===== config.mk =====
export PLATFORM = sky130hd
export DESIGN_NAME = alu_share_arbiter
export DESIGN_NICKNAME = d
export VERILOG_FILES = /design/src/rtl/alu_arb_pkg.sv /design/src/rtl/alu_rr_grant.sv /design/src/rtl/alu_share_arbiter.sv
export SDC_FILE = /design/constraint.sdc
export NUM_CORES = 1
export LEC_CHECK = 0
export ABC_AREA = 1
export ABC_CLOCK_PERIOD_IN_PS = 1600
export CAP_MARGIN = 30
export CORE_AREA = 3 3 122 124
export DETAILED_ROUTE_END_ITERATION = 10
export DIE_AREA = 0 0 125 127
export PLACE_DENSITY = 0.87
export SYNTH_ARGS = -nofsm -noshare
export SYNTH_HDL_FRONTEND = slang
export SYNTH_SLANG_ARGS = --single-unit

===== constraint.sdc =====
create_clock -name clk -period 1.6 [get_ports clk]
set_clock_uncertainty 0.05 [all_clocks]
set_input_delay 0.24 -clock clk [delete_from_list [all_inputs] [get_ports clk]]
set_output_delay 0.24 -clock clk [all_outputs]
set_load 0.02 [all_outputs]

===== src/rtl/alu_arb_pkg.sv =====
// alu_arb_pkg
// Shared definitions for the ALU sharing arbiter:
//   state_e      - sequencer state encoding (IDLE, EXEC, RESP)
//   ALU_*        - ALU operation-select codes 0..7
//   ALU_NOP_SEL  - select value driven whenever no operation is executing;
//                  it makes the ALU output zero.
package alu_arb_pkg;

    typedef enum logic [1:0] {
        IDLE = 2'd0,
        EXEC = 2'd1,
        RESP = 2'd2
    } state_e;

    localparam logic [2:0] ALU_ADD     = 3'd0;
    localparam logic [2:0] ALU_AND     = 3'd1;
    localparam logic [2:0] ALU_XOR     = 3'd2;
    localparam logic [2:0] ALU_SLL     = 3'd3;
    localparam logic [2:0] ALU_SRA     = 3'd4;
    localparam logic [2:0] ALU_SUB     = 3'd5;
    localparam logic [2:0] ALU_ADDMASK = 3'd6;
    localparam logic [2:0] ALU_ZERO    = 3'd7;

    localparam logic [2:0] ALU_NOP_SEL = ALU_ZERO;

endpackage


===== src/rtl/alu_rr_grant.sv =====
// alu_rr_grant
// Two-requester grant logic. Produces a one-hot (or all-zero) grant from
// the two request valids and the identity of the last granted requester.
// Configuration macro: ALU_ARB_FIXED_PRIO_EN
//   undefined (default): round-robin, the requester that did not win last
//                        time wins a tie.
//   defined            : requester 0 always wins a tie; last_grant_i is
//                        then not used.
// Ports:
//   valid0_i, valid1_i - requester valids
//   last_grant_i       - 0/1: requester granted most recently
//   grant0_o, grant1_o - one-hot grant, zero when nobody is valid
module alu_rr_grant (
    input  logic valid0_i,
    input  logic valid1_i,
    input  logic last_grant_i,
    output logic grant0_o,
    output logic grant1_o
);

    always_comb begin
        grant0_o = 1'b0;
        grant1_o = 1'b0;
        if (valid0_i && valid1_i) begin
`ifdef ALU_ARB_FIXED_PRIO_EN
            grant0_o = 1'b1;
`else
            // last_grant_i == 1 means requester 1 went last, so 0 wins.
            grant0_o = last_grant_i;
            grant1_o = ~last_grant_i;
`endif
        end else begin
            grant0_o = valid0_i;
            grant1_o = valid1_i;
        end
    end

endmodule


===== src/rtl/alu_share_arbiter.sv =====
// alu_share_arbiter
// Time-shares one ALU between the execute stage (requester 0) and the
// address/branch-target unit (requester 1). A request is accepted in IDLE,
// its operands drive the ALU for exactly one EXEC cycle, the result is
// registered and then held in RESP until the owning requester takes it.
// Configuration macro: ALU_ARB_FIXED_PRIO_EN (see alu_rr_grant).
// Ports:
//   clk, rst                      - clock, synchronous active-high reset
//   reqN_valid/ready/rs1/rs2/sel  - request handshake and operation, N=0,1
//   respN_valid/ready             - response handshake, N=0,1
//   res_data, res_msb             - registered ALU result and MSB
//   alu_rs1, alu_rs2, alu_sel     - to the ALU inputs
//   alu_sal, alu_msb              - from the ALU outputs
//   op_count                      - completed operations since reset
module alu_share_arbiter
    import alu_arb_pkg::*;
#(
    parameter int WIDTH = 32,
    parameter int SEL_W = 3,
    parameter int CNT_W = 16
) (
    input  logic             clk,
    input  logic             rst,
    input  logic             req0_valid,
    output logic             req0_ready,
    input  logic [WIDTH-1:0] req0_rs1,
    input  logic [WIDTH-1:0] req0_rs2,
    input  logic [SEL_W-1:0] req0_sel,
    input  logic             req1_valid,
    output logic             req1_ready,
    input  logic [WIDTH-1:0] req1_rs1,
    input  logic [WIDTH-1:0] req1_rs2,
    input  logic [SEL_W-1:0] req1_sel,
    output logic             resp0_valid,
    input  logic             resp0_ready,
    output logic             resp1_valid,
    input  logic             resp1_ready,
    output logic [WIDTH-1:0] res_data,
    output logic             res_msb,
    output logic [WIDTH-1:0] alu_rs1,
    output logic [WIDTH-1:0] alu_rs2,
    output logic [SEL_W-1:0] alu_sel,
    input  logic [WIDTH-1:0] alu_sal,
    input  logic             alu_msb,
    output logic [CNT_W-1:0] op_count
);

    localparam logic [SEL_W-1:0] NOP_SEL = SEL_W'(ALU_NOP_SEL);

    state_e           state_q,      state_d;
    logic [WIDTH-1:0] rs1_q,        rs1_d;
    logic [WIDTH-1:0] rs2_q,        rs2_d;
    logic [SEL_W-1:0] sel_q,        sel_d;
    logic             owner_q,      owner_d;
    logic             last_grant_q, last_grant_d;
    logic [WIDTH-1:0] res_data_q,   res_data_d;
    logic             res_msb_q,    res_msb_d;
    logic [CNT_W-1:0] op_count_q,   op_count_d;

    logic grant0;
    logic grant1;

    alu_rr_grant u_grant (
        .valid0_i    (req0_valid),
        .valid1_i    (req1_valid),
        .last_grant_i(last_grant_q),
        .grant0_o    (grant0),
        .grant1_o    (grant1)
    );

    always_ff @(posedge clk) begin
        if (rst) begin
            state_q      <= IDLE;
            rs1_q        <= '0;
            rs2_q        <= '0;
            sel_q        <= NOP_SEL;
            owner_q      <= 1'b0;
            last_grant_q <= 1'b1;
            res_data_q   <= '0;
            res_msb_q    <= 1'b0;
            op_count_q   <= '0;
        end else begin
            state_q      <= state_d;
            rs1_q        <= rs1_d;
            rs2_q        <= rs2_d;
            sel_q        <= sel_d;
            owner_q      <= owner_d;
            last_grant_q <= last_grant_d;
            res_data_q   <= res_data_d;
            res_msb_q    <= res_msb_d;
            op_count_q   <= op_count_d;
        end
    end

    always_comb begin
        state_d      = state_q;
        rs1_d        = rs1_q;
        rs2_d        = rs2_q;
        sel_d        = sel_q;
        owner_d      = owner_q;
        last_grant_d = last_grant_q;
        res_data_d   = res_data_q;
        res_msb_d    = res_msb_q;
        op_count_d   = op_count_q;
        req0_ready   = 1'b0;
        req1_ready   = 1'b0;
        resp0_valid  = 1'b0;
        resp1_valid  = 1'b0;
        // Idle ALU inputs select the zero op so its output stays quiet.
        alu_rs1      = '0;
        alu_rs2      = '0;
        alu_sel      = NOP_SEL;

        case (state_q)
            IDLE: begin
                // A grant is only ever raised for a valid requester, so
                // grant doubles as the accept condition.
                req0_ready = grant0;
                req1_ready = grant1;
                if (grant0) begin
                    rs1_d        = req0_rs1;
                    rs2_d        = req0_rs2;
                    sel_d        = req0_sel;
                    owner_d      = 1'b0;
                    last_grant_d = 1'b0;
                    state_d      = EXEC;
                end else if (grant1) begin
                    rs1_d        = req1_rs1;
                    rs2_d        = req1_rs2;
                    sel_d        = req1_sel;
                    owner_d      = 1'b1;
                    last_grant_d = 1'b1;
                    state_d      = EXEC;
                end
            end
            EXEC: begin
                alu_rs1    = rs1_q;
                alu_rs2    = rs2_q;
                alu_sel    = sel_q;
                res_data_d = alu_sal;
                res_msb_d  = alu_msb;
                state_d    = RESP;
            end
            RESP: begin
                resp0_valid = ~owner_q;
                resp1_valid = owner_q;
                // Only the owner's ready can retire the result.
                if (owner_q ? resp1_ready : resp0_ready) begin
                    op_count_d = op_count_q + CNT_W'(1);
                    state_d    = IDLE;
                end
            end
            default: state_d = IDLE;
        endcase
    end

    assign res_data = res_data_q;
    assign res_msb  = res_msb_q;
    assign op_count = op_count_q;

endmodule


## Yosys cells after proc, flatten, opt, wreduce, memory -nomap -nowiden

Cells that the tools add are included.

| operators by class | value |
|---|---|
| $add $sub $neg | 1 |
| eq/ne operators | 4 |
| mux-type cells | 22 |
| bitwise gates (word level) | 2 |
| reductions and logical operators | 6 |

Operators by type and width:

| operator | count |
|---|---|
| $mux 32 | 6 |
| $add 16x1->16 const B | 1 |
| $mux 1 | 9 |
| $mux 3 | 3 |
| $mux 2 | 3 |
| $pmux 2 s3 | 1 |
| $reduce_and 2->1 | 3 |
| $ne 3x3->1 const B | 1 |
| $eq 2x1->1 const B | 1 |
| $eq 2x2->1 const B | 1 |
| $logic_not 2->1 | 1 |
| $ne 2x2->1 const B | 1 |
| $not 1->1 | 2 |
| $reduce_bool 2->1 | 1 |
| $logic_and 1x1->1 | 1 |

| storage, ports and cells | value |
|---|---|
| bits in registers | 120 |
| bits of input ports | 173 |
| word-level logic and storage cells | 44 |

## Longest topological paths before layout

| depth | value |
|---|---|
| depth after elaboration | 5 |
| depth in mapped cells | 9 |
| mapped depth without buffers | 9 |

## Modules after synthesis

From an unflattened synthesis, not the netlist that was laid out.

| unflattened totals | value |
|---|---|
| cells, all modules | 889 |
| area, all modules | 6092.1 µm² |

By module, submodules not included:

| module | instances | cells an instance | area each (µm²) | seq. area each (µm²) |
|---|---|---|---|---|
| alu_share_arbiter | 1 | 884 | 6070.8 | 2402.3 |
| alu_rr_grant | 1 | 5 | 21.3 | 0.0 |

## Worst setup path after synthesis

No wires, ideal clock.

| path | value |
|---|---|
| path type | register to register |
| from | register op_count_q[1], in the netlist op_count[1] |
| to | register op_count_q[8], in the netlist op_count[8] |
| library setup time | 0.116 ns |
| arrival | 1.346 ns |
| required time | 1.434 ns |
| slack | 0.089 ns |
| stages on the path, launching flop included | 9 |
| clock period less this slack | 1.511 ns |
| cell sequence | dfxtp_1 -> ha_1 -> nand2_1 -> nor2_1 -> nand2_1 -> nor2_4 -> nand2_2 -> o21ai_0 -> nor2_1 |

| on the way | value |
|---|---|
| cells in the longest elaborated chain, start to end | 1 |

Ends and longest elaborated chain:

| what | line | text |
|---|---|---|
| start: declaration | alu_share_arbiter.sv:58 | `logic [CNT_W-1:0] op_count_q, op_count_d;` |
| start signal: assignment | alu_share_arbiter.sv:91 | `op_count_q <= op_count_d;` |
| $add 16x1->16 | alu_share_arbiter.sv:149 | `op_count_d = op_count_q + CNT_W'(1);` |

Every way passes these cells.
A chain may end at the register's enable or synchronous reset.

## Final worst setup path

| path | value |
|---|---|
| from | register state_q[0] |
| to | output port alu_rs2[16] |

| on the way | value |
|---|---|
| cells in the longest elaborated chain, start to end | 2 |

Ends and longest elaborated chain:

| what | line | text |
|---|---|---|
| start: declaration | alu_share_arbiter.sv:50 | `state_e state_q, state_d;` |
| start signal: assignment | alu_share_arbiter.sv:83 | `state_q <= state_d;` |
| $eq 2x1->1 | alu_share_arbiter.sv:114 | `case (state_q)` |
| $mux 32 | alu_share_arbiter.sv:114 |  |
| end: declaration | alu_share_arbiter.sv:41 | `output logic [WIDTH-1:0] alu_rs2,` |

Every way passes these cells.

==> flow_summary.toml <==
[outcome]
status = "complete, but fails checks"
violations = "negative setup slack"

[floorplan]
ios = 293
fp.dieW_um = 125
die_area_um2 = 15900
start_util_pct = 40.0
core_um2 = 13900
core.rowCount = 43
dieHeight_um = 127

[worst_setup_path]
r2r-end = "rs2_q[8]"
crit_path_end = "alu_rs2[16]"
criticalPathCategory = "register to primary output"
crit_path_top_delay_cell = "dfxtp_2"
r2r-start = "state_q[1]"
worst_ep_arrival_time_ns = 1.55
rrSetupSlack_ns = 0.05
cp_num_cells = 7
cp_slowest_stage_delay_ns = 0.33
required_ns = 1.31
reg2regPathDepth = 8
crit_fanout = 14
critical_path.startpoint = "state_q[0]"
startpoint_type = "register"
cp_top_family = "buffers and inverters"
endpoint_kind = "primary output"
critPathBufInv = 5
crit_chain = "inv_2 -> nor2_4 -> inv_4 -> buf_12 -> buf_16 -> nor2_1 -> buf_4"

[sta]
drv_slew = 0
worst_slew_pin_slew_ns = 0.292
setup_viol = 70
final.min_clock_period_ns = 1.84
fmax_ghz = 0.544
slew_headroom_pct = 80.5
final-hold-violation-count = 0
rsz0062_at_grt = "true"
period_share_pct = 115
worst_slack_ns = -0.239
holdWs_ns = 0.338

[pwr]
p_clk_share_pct = 42.3
share_seq_of_total_power_pct = 34.2
power_switching_mw = 2.80
p_int_mw = 7.34
powerDensity_nw_per_um2 = 1040
switching_share_pct = 27.6
total_power_mw = 10.1
combPwrFrac_pct = 23.5
ir_drop_v = 0.000641
p_leak_nw = 4.29

[clocking]
cts_buffer_depth = 2
cts_tree = "built"
clkTransAtPathRegs_ns = 0.06
numCtsBuffers = 17
cts_root_buf = "clkbuf_16"
ctsHoldBuffers = 0
clk_latency_ns = 0.41
numClockSinks = 120
htreeDepth = 4

[global_routing]
gr-usage-all-layers_pct = 24.8
grt_pass1_vias = 6458
grt_start_max_net_pins = 63
antenna_found_initial = 2
gr-total-overflow = 0
grt_pass1_wl_um = 31700

[drt]
met2_length_um = 10600
viasPerCell = 5.11
drc_errors = 0
via_count = 6761
routed_wl_um = 21300
first_pass_iters = 5
ant_nets = 0
wl_per_cell_um = 16.1
top_layer = "met5"
dr.first_iter.drc_count = 489
dr_wl_met3_um = 1800
wl_met1_um = 7750

[placed_design]
dpl-instance-area_um2 = 8780
placed_cells_incl_taps = 1278
gp_congestion = 0.902
pre_cts_slack_ns = -0.394
dp_hpwl_um = 14100
portBuffers = 292

[synthesis]
yosysWarnings = 0
ys_seq_elements = 120
netlist_top_cells_area = "dfxtp_1 43%, nand2_1 11%, nor2_1 11%, o21ai_0 9.3%, a31oi_1 7.2%"
synth.avg_cell_area_um2 = 6.71
synth_top_family_by_area = "simple AND/OR/NAND/NOR gates"
synth-compound-area-share_pct = 18.2
synthAdderAreaFrac_pct = 0.225
synth_cells = 827
yosys-top-cells-count = "170 x nand2_1, 166 x nor2_1, 120 x dfxtp_1, 103 x o21ai_0, 93 x inv_1"
async_reset_ff_share_pct = 0
synth_cell_types = 24
synth_top_area_share_pct = 43.3
syn_area_um2 = 5550
synth.most_common_cell = "nand2_1"
yosys.area_share.simple_pct = 26.7
synth-seq-area-share_pct = 43.3
synth_edf_count = 0
synthMuxAreaShare_pct = 0
synth_top_area_cell = "dfxtp_1"
synth_xor_area_share_pct = 0.158
synthesis.nets = 1001
ys.flop_type = "dfxtp_1"

[layout]
drive_above_1_share_pct = 19.3
syn_to_final_growth_pct = 76.0
fin_area_um2 = 9770
layout.cells.non_filler = 1323
final.fill_count = 1058
nNetsFinal = 1303

[min_path]
min_path_type = "primary input to register"

[job]
maxCapViolations = 0
-- cell usage in the layout, fill, tap and decap left out, types with 5 or more instances in the layout --
cell type	n
a21oi_1	10
a31oi_1	64
buf_12	6
buf_4	70
buf_6	33
bufinv_16	6
clkbuf_16	20
clkdlybuf4s50_1	172
dfxtp_1	116
dlygate4sd2_1	49
inv_1	91
nand2_1	169
nand3_1	8
nand4_1	8
nor2_1	121
nor2_2	27
nor2_4	24
o21ai_0	102
o21ai_1	5
-- metal layers --
layer / track usage [%] / up-vias
met5: 0 / -
met4: 15.1 / 2
met3: 7.61 / 89
met2: 42.9 / 350
met1: 26.7 / 3077
li1: - / 3243
-- registers in the layout (all words and copies together), names as in the netlist --
| signal | cells |
|---|---|
| res_data | 32 |
| rs1_q | 32 |
| rs2_q | 32 |
| op_count | 16 |
| sel_q | 3 |
| state_q | 2 |
| last_grant_q | 1 |
| owner_q | 1 |
| res_msb | 1 |
-- power by group through the flow --
stage | logic, mW | registers (mW) | clock network [mW]
floorplan | 0.958 | 3.59 | 0
global placement | 2.09 | 3.50 | 0
detailed placement | 2.13 | 3.51 | 0
CTS | 2.21 | 3.46 | 4.35
global route | 2.57 | 3.49 | 4.50
finish | 2.38 | 3.47 | 4.30
-- layout make-up --
class / instances / area (µm²) / share of cell area, %
timing repair buffer: 338 / 3370 / 34.5
sequential: 120 / 2410 / 24.6
tap: 180 / 225 / 2.30
clock buffer: 19 / 433 / 4.43
inverter: 98 / 375 / 3.84
clock inverter: 13 / 226 / 2.32
antenna: 1 / 2.50 / 0.0256
multi-input combinational: 554 / 2730 / 28.0
-- metrics by stage --
| stage | utilization, % | TNS, ns |
|---|---|---|
| final | 70.4 | -10.37 |
| after global routing | 70.4 | -15.45 |
| after CTS | 68.3 | -11.71 |
| after detailed placement | 63.2 | -34.20 |
| after global placement | 63.2 | -29.36 |
| after floorplan | - | 0 |
-- worst min path at each step --
stage,end,depth (start not counted),start
after floorplan,res_data[0],2,alu_sal[0]
after global placement,sel_q[2],2,sel_q[2]
after detailed placement,sel_q[1],2,sel_q[1]
after CTS,rs1_q[18],3,req0_rs1[18]
after global routing,rs2_q[0],3,req1_rs2[0]
final,rs1_q[18],3,req0_rs1[18]
-- worst register-to-register path, delay by kind of cell, from the launching register on --
family / cells / cell delay [ns]
compound gates: 2 / 0.32
simple gates: 2 / 0.17
buf+inv: 4 / 0.60
flops: 1 / 0.33
-- cell families (layout without fill, tap and decap cells) --
group / count (synthesis) / in the layout
flops: 120 / 120
compound gates: 184 / 184
xor+xnor: 1 / 1
simple gates: 368 / 368
fa+ha+maj: 1 / 1
buf+inv: 153 / 468
other cells: 0 / 1
-- repair_timing --
item | 4_1_cts | 5_1_grt
setup endpoints to repair | 154 | 88
gates resized for setup | 464 | 61
endpoints found under the hold margin | 0 | 0
gates cloned | 1 | 4
setup buffers | 6 | 1
pin swaps | 0 | 2
Power figures use the tool's default switching activity.
